--- src/rtl/forwarder_n_pkg.sv ---
// rtl/forwarder_n_pkg.sv - shared word layout, gap code and forwarder state enumeration
package forwarder_n_pkg;

    localparam int WORD_W  = 72;
    localparam int DATA_W  = 64;
    localparam int CTRL_HI = 71;
    localparam int CTRL_LO = 64;
    localparam int MAC_W   = 48;

    localparam logic [7:0] GAP_CTRL = 8'h00;

    typedef enum logic [2:0] {
        IDLE,
        HDR0,
        HDR1,
        LOOKUP,
        REPLAY0,
        REPLAY1,
        STREAM,
        DROP
    } fwd_state_t;

    // A word whose control byte is the gap code separates frames.
    function automatic logic is_gap(input logic [WORD_W-1:0] word);
        return word[CTRL_HI:CTRL_LO] == GAP_CTRL;
    endfunction

endpackage

--- src/rtl/forwarder_hdr_buf.sv ---
// rtl/forwarder_hdr_buf.sv - two-word header latch and MAC address extraction
module forwarder_hdr_buf
    import forwarder_n_pkg::*;
(
    input  logic              clk,
    input  logic              rst,
    input  logic              load0,
    input  logic              load1,
    input  logic [WORD_W-1:0] din,
    output logic [WORD_W-1:0] word0,
    output logic [WORD_W-1:0] word1,
    output logic [MAC_W-1:0]  dest_mac,
    output logic [MAC_W-1:0]  src_mac
);

    // Capture the first two words of a frame; they are replayed after the lookup.
    always_ff @(posedge clk or posedge rst) begin
        if (rst) begin
            word0 <= '0;
            word1 <= '0;
        end else begin
            if (load0) word0 <= din;
            if (load1) word1 <= din;
        end
    end

    // Addresses come straight from the latched words, so they stay put during the lookup.
    assign dest_mac = word0[DATA_W-1:16];
    assign src_mac  = {word0[15:0], word1[DATA_W-1:32]};

endmodule

--- src/rtl/forwarder_n.sv ---
// rtl/forwarder_n.sv - frame forwarder from one FWFT ingress to an N-port egress set
module forwarder_n
    import forwarder_n_pkg::*;
#(
    parameter int NPORT     = 5,
    parameter int PORT      = 0,
    parameter int LOOKUP_TO = 64
) (
    input  logic                    sys_clk,
    input  logic                    sys_rst,
    input  logic [WORD_W-1:0]       dout,
    input  logic                    empty,
    output logic                    rd_en,
    output logic [NPORT*WORD_W-1:0] port_din,
    input  logic [NPORT-1:0]        port_full,
    input  logic [NPORT-1:0]        port_half,
    output logic [NPORT-1:0]        port_wr_en,
    output logic                    req,
    output logic [MAC_W-1:0]        dest_mac,
    output logic [MAC_W-1:0]        src_mac,
    input  logic                    ack,
    input  logic [NPORT-1:0]        forward_port,
    output logic [31:0]             frames_fwd,
    output logic [31:0]             frames_drop
);

    localparam int TMR_W = $clog2(LOOKUP_TO + 1);
    localparam logic [TMR_W-1:0] TMR_LAST = TMR_W'(LOOKUP_TO - 1);
    localparam logic [NPORT-1:0] SELF_MASK = NPORT'(1) << PORT;

    fwd_state_t        state;
    logic [NPORT-1:0]  target;
    logic [TMR_W-1:0]  timer;
    logic              resync;
    logic              drop_count;

    logic              blocked;
    logic              in_gap;
    logic              write_ok;
    logic [NPORT-1:0]  ack_target;
    logic [WORD_W-1:0] out_word;
    logic [WORD_W-1:0] word0;
    logic [WORD_W-1:0] word1;
    logic              load0;
    logic              load1;

    // Pop/write decisions; all gated by reset so outputs drop to zero immediately.
    always_comb begin
        blocked    = |(port_full & target);
        in_gap     = is_gap(dout);
        ack_target = forward_port & ~SELF_MASK;
        rd_en      = 1'b0;
        write_ok   = 1'b0;
        out_word   = '0;
        if (!sys_rst) begin
            case (state)
                IDLE, HDR1, DROP: rd_en = !empty;
                REPLAY0: begin
                    write_ok = !blocked;
                    out_word = word0;
                end
                REPLAY1: begin
                    write_ok = !blocked;
                    out_word = word1;
                end
                STREAM: begin
                    rd_en    = !empty && !blocked;
                    write_ok = !empty && !blocked;
                    out_word = dout;
                end
                default: ;
            endcase
        end
    end

    // Every target sees the same word on the same cycle, which keeps multicast lock-step.
    assign port_wr_en = write_ok ? target : '0;
    assign port_din   = {NPORT{out_word}};

    assign load0 = rd_en && (state == IDLE) && !in_gap && !resync;
    assign load1 = rd_en && (state == HDR1) && !in_gap;

    forwarder_hdr_buf u_hdr_buf (
        .clk      (sys_clk),
        .rst      (sys_rst),
        .load0    (load0),
        .load1    (load1),
        .din      (dout),
        .word0    (word0),
        .word1    (word1),
        .dest_mac (dest_mac),
        .src_mac  (src_mac)
    );

    // Frame sequencing, lookup handshake and statistics.
    always_ff @(posedge sys_clk or posedge sys_rst) begin
        if (sys_rst) begin
            state       <= IDLE;
            target      <= '0;
            timer       <= '0;
            req         <= 1'b0;
            resync      <= 1'b1;
            drop_count  <= 1'b0;
            frames_fwd  <= '0;
            frames_drop <= '0;
        end else begin
            case (state)
                IDLE: begin
                    if (rd_en) begin
                        if (in_gap) begin
                            resync <= 1'b0;
                        end else if (resync) begin
                            // Tail of a frame cut off by reset: discard silently.
                            drop_count <= 1'b0;
                            state      <= DROP;
                        end else begin
                            state <= HDR1;
                        end
                    end
                end
                HDR1: begin
                    if (rd_en) begin
                        if (in_gap) begin
                            frames_drop <= frames_drop + 32'd1;
                            state       <= IDLE;
                        end else begin
                            req    <= 1'b1;
                            timer  <= '0;
                            target <= '0;
                            state  <= LOOKUP;
                        end
                    end
                end
                LOOKUP: begin
                    if (ack) begin
                        req    <= 1'b0;
                        target <= ack_target;
                        if ((ack_target == '0) || (|(port_half & ack_target))) begin
                            drop_count <= 1'b1;
                            state      <= DROP;
                        end else begin
                            state <= REPLAY0;
                        end
                    end else if (timer == TMR_LAST) begin
                        req        <= 1'b0;
                        drop_count <= 1'b1;
                        state      <= DROP;
                    end else begin
                        timer <= timer + 1'b1;
                    end
                end
                REPLAY0: if (!blocked) state <= REPLAY1;
                REPLAY1: if (!blocked) state <= STREAM;
                STREAM: begin
                    if (rd_en && in_gap) begin
                        frames_fwd <= frames_fwd + 32'd1;
                        state      <= IDLE;
                    end
                end
                DROP: begin
                    if (rd_en && in_gap) begin
                        if (drop_count) frames_drop <= frames_drop + 32'd1;
                        resync <= 1'b0;
                        state  <= IDLE;
                    end
                end
                default: state <= IDLE;
            endcase
        end
    end

endmodule

--- config.mk ---
export PLATFORM = sky130hd
export DESIGN_NAME = forwarder_n
export DESIGN_NICKNAME = d
export VERILOG_FILES = /design/src/rtl/forwarder_n_pkg.sv /design/src/rtl/forwarder_hdr_buf.sv /design/src/rtl/forwarder_n.sv
export SDC_FILE = /design/constraint.sdc
export NUM_CORES = 1
export LEC_CHECK = 0
export ABC_AREA = 0
export CORE_AREA = 2 2 241 243
export CTS_CLUSTER_SIZE = 16
export DETAILED_ROUTE_END_ITERATION = 12
export DIE_AREA = 0 0 243 245
export GPL_ROUTABILITY_DRIVEN = 0
export SLEW_MARGIN = 0
export SYNTH_ARGS = -nofsm -noshare
export SYNTH_HDL_FRONTEND = slang
export SYNTH_HIERARCHICAL = 1
export SYNTH_SLANG_ARGS = --single-unit
--- constraint.sdc ---
create_clock -name sys_clk -period 5.75 [get_ports sys_clk]
set_input_delay 0.8625 -clock sys_clk [delete_from_list [all_inputs] [get_ports sys_clk]]
set_output_delay 0.8625 -clock sys_clk [all_outputs]
set_load 0.005 [all_outputs]
# == Word-level counts from Yosys, hierarchy flattened ==
# Index checks and enable logic that the tools add are counted.
# totals
ff_bits,226
word_cells,120
input_bits,91
out_inout_bits,527
# classes
reduce_logical,32
n_bitwise,2
addsub,3
eq_ne,24
n_mux,49
# op_table
cell,n
72-bit case mux with 3 select lines,1
32-bit two-way mux,4
72-bit two-way mux,1
"32-bit by 1-bit adder with 32-bit output, second input constant",2
32-bit case mux with 2 select lines,1
7-bit two-way mux,4
"2-bit != test, second input constant",14
3-bit two-way mux,9
5-bit two-way mux,4
3-bit case mux with 6 select lines,1
1-bit two-way mux,15
7-bit case mux with 2 select lines,1
"3-bit equality test, second input constant",4
4-bit AND reduction,3
5-bit AND,2
1-bit case mux with 2 select lines,5
5-bit case mux with 2 select lines,1
5-bit AND reduction,2
5-bit OR reduction,2
8-bit logical NOT,1
2-bit nonzero test,4
"7-bit by 1-bit adder with 7-bit output, second input constant",1
"7-bit by 6-bit equality test with 1-bit output, second input constant",1
1-bit logical AND,7
other kinds (13),20

# == Logic depth before layout (Yosys ltp) ==
# Gate-level depths: netlist of run 1.
# depth
depth_word,9
mapped_depth,9
mapped_depth_nobuf,6

# == Hierarchy ==
# Netlist of run 1, hierarchy kept.
# modules_own_cells
mod,seq_area_each_um2,n_inst,cells_each,area_each_um2
forwarder_n,2028.2,1,1010,8140.3
forwarder_hdr_buf,3603.5,1,401,6129.6

# == Least setup slack after synthesis of run 1 ==
# No wires, ideal clock.
# synth_timing
path_kind,in2out
from,in sys_rst
to,out port_din[100]
n_path_buf,2
cell_stages,5
t_arrival_ns,3.839
setup_slack_ns,1.048
required_time_ns,4.888
path_cell_list,inv_1 nand2_1 clkbuf_1 nor2_1 buf_4
# synth_between
elab_chain_cells,1
# synth_rtl
item,line,source
start: declaration,forwarder_n.sv:10,"input logic sys_rst,"
72-bit two-way mux,forwarder_n.sv:55,if (!sys_rst) begin
end: declaration,forwarder_n.sv:14,"output logic [NPORT*WORD_W-1:0] port_din,"
# No other way between the ends.

# == Worst setup path in the final report of run 1 ==
# layout_timing
from,reg state[0]
to,out port_din[97]
# layout_between
elab_chain_cells,3
word_cells_on_any_way,5
cone_classes,3 x eq/ne; 2 x mux
# layout_rtl
item,line,source
start: declaration,forwarder_n.sv:31,fwd_state_t state;
start signal: assignment,forwarder_n.sv:98,state <= IDLE;
start signal: assignment,forwarder_n.sv:115,state <= DROP;
start signal: assignment,forwarder_n.sv:117,state <= HDR1;
3-bit equality test,forwarder_n.sv:56,case (state)
72-bit case mux with 3 select lines *,forwarder_n.sv:56,
72-bit two-way mux *,forwarder_n.sv:55,
# Mark *: on every way between the ends. The rest lies on a longest branch, timed or not.

==> results of run 1 <==
flip-flops by register name, indices dropped and copies added, names as in the netlist:
register	cells
drop_count	1
frames_drop	32
frames_fwd	32
req	1
resync	1
state	3
target	4
timer	7
u_hdr_buf/word0	72
u_hdr_buf/word1	72
worst min-delay path by stage:
| stage | startpoint | to | cells after the start |
|---|---|---|---|
| after global routing | frames_drop[31]$_DFFE_PP0P_ | frames_drop[31]$_DFFE_PP0P_ | 1 |
| after global placement | frames_drop[31]$_DFFE_PP0P_ | frames_drop[31]$_DFFE_PP0P_ | 1 |
| after CTS | frames_drop[31]$_DFFE_PP0P_ | frames_drop[31]$_DFFE_PP0P_ | 1 |
| after floorplan | timer[5]$_DFFE_PP0P_ | timer[5]$_DFFE_PP0P_ | 1 |
| after detailed placement | frames_drop[31]$_DFFE_PP0P_ | frames_drop[31]$_DFFE_PP0P_ | 1 |
| final | frames_drop[31]$_DFFE_PP0P_ | frames_drop[31]$_DFFE_PP0P_ | 1 |
placed cells by master, fill, tap and decap left out, types with 14 or more instances in the layout:
master | netlist | final
sky130_fd_sc_hd__a21oi_1 | 77 | 77
sky130_fd_sc_hd__clkbuf_16 | 0 | 27
sky130_fd_sc_hd__clkdlybuf4s50_1 | 0 | 613
sky130_fd_sc_hd__dfrtp_1 | 224 | 222
sky130_fd_sc_hd__mux2_1 | 14 | 14
sky130_fd_sc_hd__mux2_2 | 133 | 133
sky130_fd_sc_hd__mux2i_1 | 72 | 72
sky130_fd_sc_hd__nand2_1 | 32 | 31
sky130_fd_sc_hd__nand3_1 | 27 | 27
sky130_fd_sc_hd__nor2_1 | 173 | 171
sky130_fd_sc_hd__nor3_1 | 14 | 14
sky130_fd_sc_hd__o21ai_0 | 14 | 14
sky130_fd_sc_hd__xnor2_1 | 21 | 21
sky130_fd_sc_hd__xor2_1 | 41 | 41
per-layer routing:
metal | up-vias | global-route usage [%]
met1 | 5292 | 17.6
li1 | 4819 | -
met3 | 52 | 2.78
met4 | 0 | 3.54
met2 | 401 | 25.4
met5 | - | 0
stage by stage:
step           cells  instance area, um^2  hold slack, ns  power [mW]  worst slack [ns]
2_1_floorplan   1411                14300           0.451        3.39              1.02
3_3_place_gp    2357                18300           0.460        4.28              1.31
3_5_place_dp    2357                18300           0.468        4.30              1.32
4_1_cts         2402                19200           0.475        6.17             0.788
5_1_grt         2402                19200           0.497        6.38             0.774
6_report        2403                19200           0.476        6.05              1.03
layout make-up:
cell class	count	area, um^2	area share (%)
Antenna cell	1	2.50	0.0130
Clock buffer	36	739	3.85
Clock inverter	9	174	0.907
Inverter	11	47.5	0.248
Multi-Input combinational cell	729	5360	27.9
Sequential cell	225	5640	29.4
Tap cell	765	957	4.99
Timing Repair Buffer	627	6270	32.7
worst reg2reg max path, cell delays in order, from the launching register on:
cell and delay [ns]:
sky130_fd_sc_hd__dfrtp_4 0.51, sky130_fd_sc_hd__buf_4 0.65, sky130_fd_sc_hd__nor2b_1 0.21, sky130_fd_sc_hd__a311oi_1 0.65, sky130_fd_sc_hd__nor4b_2 0.50, sky130_fd_sc_hd__buf_4 0.55, sky130_fd_sc_hd__mux2_2 0.48
where the power goes:
group	internal, mW	leakage [nW]	switching [mW]	total, mW
Clock	1.12	0.448	0.684	1.80
Combinational	1.31	4.99	0.940	2.25
Sequential	1.80	3.05	0.209	2.01
Total	4.22	8.49	1.83	6.05
logic make-up after synthesis:
kind of cell             after synthesis
multiplexers                         219
AO/OA/AOI/OAI                        121
flip-flops                           225
buffers and inverters                457
other                                  1
XOR/XNOR                              62
adder cells (fa/ha/maj)                3
AND/OR/NAND/NOR                      323
==> results_dict.tcl, run 1 <==
set metrics [dict create \
    clkSlewWorstSetupHoldPaths_ns 0.06 \
    r2r-end "u_hdr_buf/word0[36]$_DFFE_PP0P_" \
    drt.antenna.violating_nets 0 \
    synth_top_area_share_pct 39.3 \
    post_synth_net_total 1505 \
    pwr_density_cell_mw_per_mm2 316 \
    run_status "complete, no violations" \
    routedWlPerCell_um 18.8 \
    cts-htree-levels 1 \
    synth_async_sr_flop_share_pct 100 \
    synth_common_cells "385 x sky130_fd_sc_hd__buf_4, 224 x sky130_fd_sc_hd__dfrtp_1, 173 x sky130_fd_sc_hd__nor2_1, 133 x sky130_fd_sc_hd__mux2_2, 77 x sky130_fd_sc_hd__a21oi_1" \
    postCtsHoldBufs 0 \
    synthesis.area_mm2 0.0143 \
    arrival_ns 3.85 \
    wl_met2_um 22600 \
    setup.worst_path.start_class "flip-flop" \
    timing.critical_path.cells "inv_1 > nor2_4 > buf_4 > a21oi_1 > nor2_1 > clkdlybuf4s50_1" \
    timing.final.max_slew_violations 0 \
    minimum_setup_slack_among_reg_to_reg_paths_ns 2.10 \
    yosys_warnings 6 \
    post_cts_resized 0 \
    yosys.area_share.xor_xnor_pct 3.81 \
    critical_path_required_ns 4.89 \
    postSynth.topFlopCell "sky130_fd_sc_hd__dfrtp_1" \
    drcViolationCount 0 \
    yosys_register_bits 225 \
    finalWirelength_um 45200 \
    worstSetupStartpoint "state[0]$_DFFE_PP0P_" \
    timing.critical_path.buf_inv 3 \
    crit_path_end "port_din[97]" \
    crit_path_max_incr_delay_ns 0.78 \
    detail_route.wirelength.met1_um 19100 \
    grt_pass1_vias 10800 \
    cts.repair_timing.setup_buffer_count 0 \
    finalSetupViolations 0 \
    critPathMaxFanout 41 \
    post-route-min-period_ns 4.72 \
    finalCoreUtilization_pct 33.6 \
    synth_largest_area_cell "sky130_fd_sc_hd__dfrtp_1" \
    initial_antenna_violation_count 0 \
    coreArea_mm2 0.0570 \
    power.static_leakage_nw 8.49 \
    rows 88 \
    route.vias.total 10600 \
    adder_and_majority_gate_portion_of_the_synthesized_area_pct 0.263 \
    fmax_ghz 0.212 \
    net_count_of_the_finished_layout 1715 \
    place_hpwl_um 32900 \
    cts_tree "yes" \
    combinational_family_with_the_most_area_after_synthesis "buffers and inverters" \
    syn2layout_area_growth_pct 34.4 \
    fraction_of_layout_cells_with_a_size_suffix_above_1_pct 13.4 \
    numCtsBuffers 27 \
    grt.overflow.total 0 \
    grt_pass1_wl_um 66600 \
    synth.yosys.seq_area_share_pct 39.5 \
    insertion_delay_of_the_later_clocked_pin_in_the_worst_skew_pair_ns 0.56 \
    worst_r2r_path_depth 6 \
    hold_violations 0 \
    synth_compound_area_share_pct 4.89 \
    timing.final.crit_share_pct 82.0 \
    initial_core_util_pct 25.0 \
    first_pass_iters 4 \
    clock_skew_after_layout_ns 0.0128 \
    die_width_um 243 \
    met3_wirelength_um 2440 \
    top_cells_by_area_in_the_synthesized_netlist "sky130_fd_sc_hd__dfrtp_1 39%, sky130_fd_sc_hd__buf_4 20%, sky130_fd_sc_hd__mux2_2 10%" \
    die_outline_area_mm2 0.0595 \
    ios 618 \
    hold_wc_path_type "reg2reg" \
    cp-end-kind "output port" \
    final.setup.tns_ns 0 \
    synth.distinct_cells 61 \
    dieHeight_um 245 \
    grt_max_degree 83 \
    reg2reg_from "state[1]$_DFFE_PP0P_" \
    max-vdd-ir-drop_mv 0.193 \
    critical_path_cell_count 6 \
    grt_setup_unrepaired "false" \
    fillerInstances 5752 \
    top_signal_layer_used "met4" \
    synth_mux_area_share_pct 16.7 \
    initialDrtViolationCount 401 \
    timing_worst_slew_pin_value_ns 1.08 \
    average_cell_area_after_synthesis_um2 10.1 \
    synth.most_common_cell "sky130_fd_sc_hd__buf_4" \
    vias_per_cell 4.40 \
    critical_path.top_delay_family "buffers and inverters" \
    critical_path_class "reg2out" \
    worst_path_max_delay_cell "sky130_fd_sc_hd__dfrtp_4" \
    cts-root-buf "sky130_fd_sc_hd__clkbuf_16" \
    max-slew-margin-rel_pct 27.6 \
    synthesized_instance_count 1411 \
    cap_violations 0 \
    grt_usage_pct 14.3 \
    max_buffers_root_to_sink 3 \
    clock_sink_count 225 \
    synth-simple-area-share_pct 11.7 \
    port-buffer-count 613 \
    synth_edf_count 0 \
]
No activity file was read; power rests on OpenSTA's default activity.
==> run 2: changes to the inputs <==
- clock period: 5.75 -> 4.9 ns (I/O delays scaled with it)
==> run 2 against run 1 <==
Effect of this change:
- clock skew rose by 0.0013 ns
- final cell count grew 0.21%
- via count decreased by 1.6%
- cell area increased by 0.24%
- sequential share of layout area is 0.071 points lower
- largest power group unchanged
- sequential cell count stayed put
- highest routed layer unchanged
- non-clock buffer count grew 3
- clock power is 13% higher
- die area is the same
- register-to-register slack worse by 0.83 ns
==> results_dict.tcl, run 2 (synthesized netlist as in run 1, its figures left out) <==
set metrics [dict create \
    run_status "complete, no violations" \
    power.static_leakage_nw 8.51 \
    cap_violations 0 \
    grt.overflow.total 0 \
    port-buffer-count 613 \
    arrival_ns 3.66 \
    route.vias.total 10400 \
    cp-end-kind "output port" \
    setup.worst_path.start_class "flip-flop" \
    final_area_mm2 0.0192 \
    die_outline_area_mm2 0.0595 \
    grt_usage_pct 14.5 \
    post-route-worst-setup-slack_ns 0.500 \
    die_width_um 243 \
    ios 618 \
    initial_core_util_pct 25.0 \
    critical_path_class "reg2out" \
    placed_cells_incl_taps 2360 \
    pwr_density_cell_mw_per_mm2 366 \
    max-vdd-ir-drop_mv 0.229 \
    finalSetupViolations 0 \
    cts_tree "yes" \
    placement.cell_area_mm2 0.0183 \
    hold_wc_path_type "reg2reg" \
    insertion_delay_of_the_later_clocked_pin_in_the_worst_skew_pair_ns 0.56 \
    timing.final.crit_share_pct 89.8 \
    diodes 0 \
    hold_violations 0 \
    rows 88 \
    net_count_of_the_finished_layout 1719 \
    grt_pass1_wl_um 67300 \
    fmax_ghz 0.227 \
    reg2reg_from "state[0]$_DFFE_PP0P_" \
    max-slew-margin-rel_pct 20.4 \
    drt.antenna.violating_nets 0 \
    place_hpwl_um 33000 \
    finalCoreUtilization_pct 33.7 \
    cts-htree-levels 1 \
    worst_r2r_path_depth 8 \
    clock_sink_count 225 \
    drcViolationCount 0 \
    final_hold_slack_ns 0.471 \
    final.setup.tns_ns 0 \
    worstSetupStartpoint "state[0]$_DFFE_PP0P_" \
    minimum_setup_slack_among_reg_to_reg_paths_ns 1.27 \
    layout_commonest_cell "sky130_fd_sc_hd__clkdlybuf4s50_1" \
    r2r-end "u_hdr_buf/word1[34]$_DFFE_PP0P_" \
    reg.largest.list "u_hdr_buf/word0: 72 flops, u_hdr_buf/word1: 72 flops" \
    clkSlewWorstSetupHoldPaths_ns 0.06 \
    first_pass_iters 5 \
    critical_path_required_ns 4.16 \
    timing_worst_slew_pin_value_ns 1.19 \
    p_total_mw 7.03 \
    routedWlPerCell_um 19.0 \
    final_instance_count_excl_fillers 2408 \
    critPathMaxFanout 41 \
    finalWirelength_um 45700 \
    max_buffers_root_to_sink 3 \
    most-common-layout-cells "613 x sky130_fd_sc_hd__clkdlybuf4s50_1, 222 x sky130_fd_sc_hd__dfrtp_1, 171 x sky130_fd_sc_hd__nor2_1" \
    initialDrtViolationCount 441 \
    coreArea_mm2 0.0570 \
    vias_per_cell 4.31 \
    timing.final.max_slew_violations 0 \
    cts.repair_timing.setup_buffer_count 0 \
    grt_pass1_vias 10700 \
    initial_antenna_violation_count 0 \
    clock_skew_after_layout_ns 0.0141 \
    grt_max_degree 83 \
    crit_path_end "port_din[189]" \
    post_cts_resized 0 \
    numCtsBuffers 28 \
    post-route-min-period_ns 4.40 \
    instance_count_along_the_most_critical_hold_path 1 \
    dieHeight_um 245 \
    cts-root-buf "sky130_fd_sc_hd__clkbuf_16" \
    dp_worst_setup_slack_ns 0.604 \
    grt_setup_unrepaired "false" \
    postCtsHoldBufs 0 \
    fraction_of_layout_cells_with_a_size_suffix_above_1_pct 13.6 \
    syn2layout_area_growth_pct 34.8 \
]
-- run 2: cell types whose count changed in the layout (fill, tap and decap cells not counted) --
cell                        change
sky130_fd_sc_hd__clkbuf_16      +2
sky130_fd_sc_hd__buf_4          -1
sky130_fd_sc_hd__inv_6          -1
sky130_fd_sc_hd__clkbuf_1       +1
sky130_fd_sc_hd__bufinv_16      -4
sky130_fd_sc_hd__clkbuf_8       +3
sky130_fd_sc_hd__diode_2        -1
sky130_fd_sc_hd__buf_12         +4
sky130_fd_sc_hd__clkinv_2       +2
-- run 2: worst min path at each step --
stage | end | start
after floorplan | timer[5]$_DFFE_PP0P_ | timer[5]$_DFFE_PP0P_
after global placement | frames_fwd[31]$_DFFE_PP0P_ | frames_fwd[31]$_DFFE_PP0P_
after detailed placement | frames_drop[31]$_DFFE_PP0P_ | frames_drop[31]$_DFFE_PP0P_
after CTS | frames_drop[31]$_DFFE_PP0P_ | frames_drop[31]$_DFFE_PP0P_
after global routing | frames_drop[31]$_DFFE_PP0P_ | frames_drop[31]$_DFFE_PP0P_
final | frames_drop[31]$_DFFE_PP0P_ | frames_drop[31]$_DFFE_PP0P_
-- run 2: routing by layer --
layer	share of wire (%)	global-route usage [%]	routed length, um	vias up
met1	43	18.3	19500	5131
met2	50	25.5	22700	400
met4	2.1	3.41	981	0
met5	0	0	0	-
met3	5.6	2.70	2570	49
li1	-	-	-	4810
-- run 2: final cells by class --
class | count | area (um^2)
well taps | 765 | 957
flip-flops and latches | 225 | 5640
repair buffers | 630 | 6340
clock inverters | 6 | 55.1
fillers | 5750 | 37800
multi-input cells | 729 | 5360
inverters | 11 | 47.5
clock buffers | 42 | 835
-- run 2: report_power, final --
group / internal, mW / switching [mW]
Combinational: 1.54 / 1.08
Clock: 1.21 / 0.817
Sequential: 2.11 / 0.269
-- run 2: critical path, cell delays in order (launching register included) --
cell and delay, ns:
sky130_fd_sc_hd__dfrtp_4 0.79, sky130_fd_sc_hd__inv_1 0.29, sky130_fd_sc_hd__nor2_4 0.49, sky130_fd_sc_hd__buf_12 0.28
sky130_fd_sc_hd__a21oi_1 0.10, sky130_fd_sc_hd__nor2_1 0.48, sky130_fd_sc_hd__clkdlybuf4s50_1 0.64
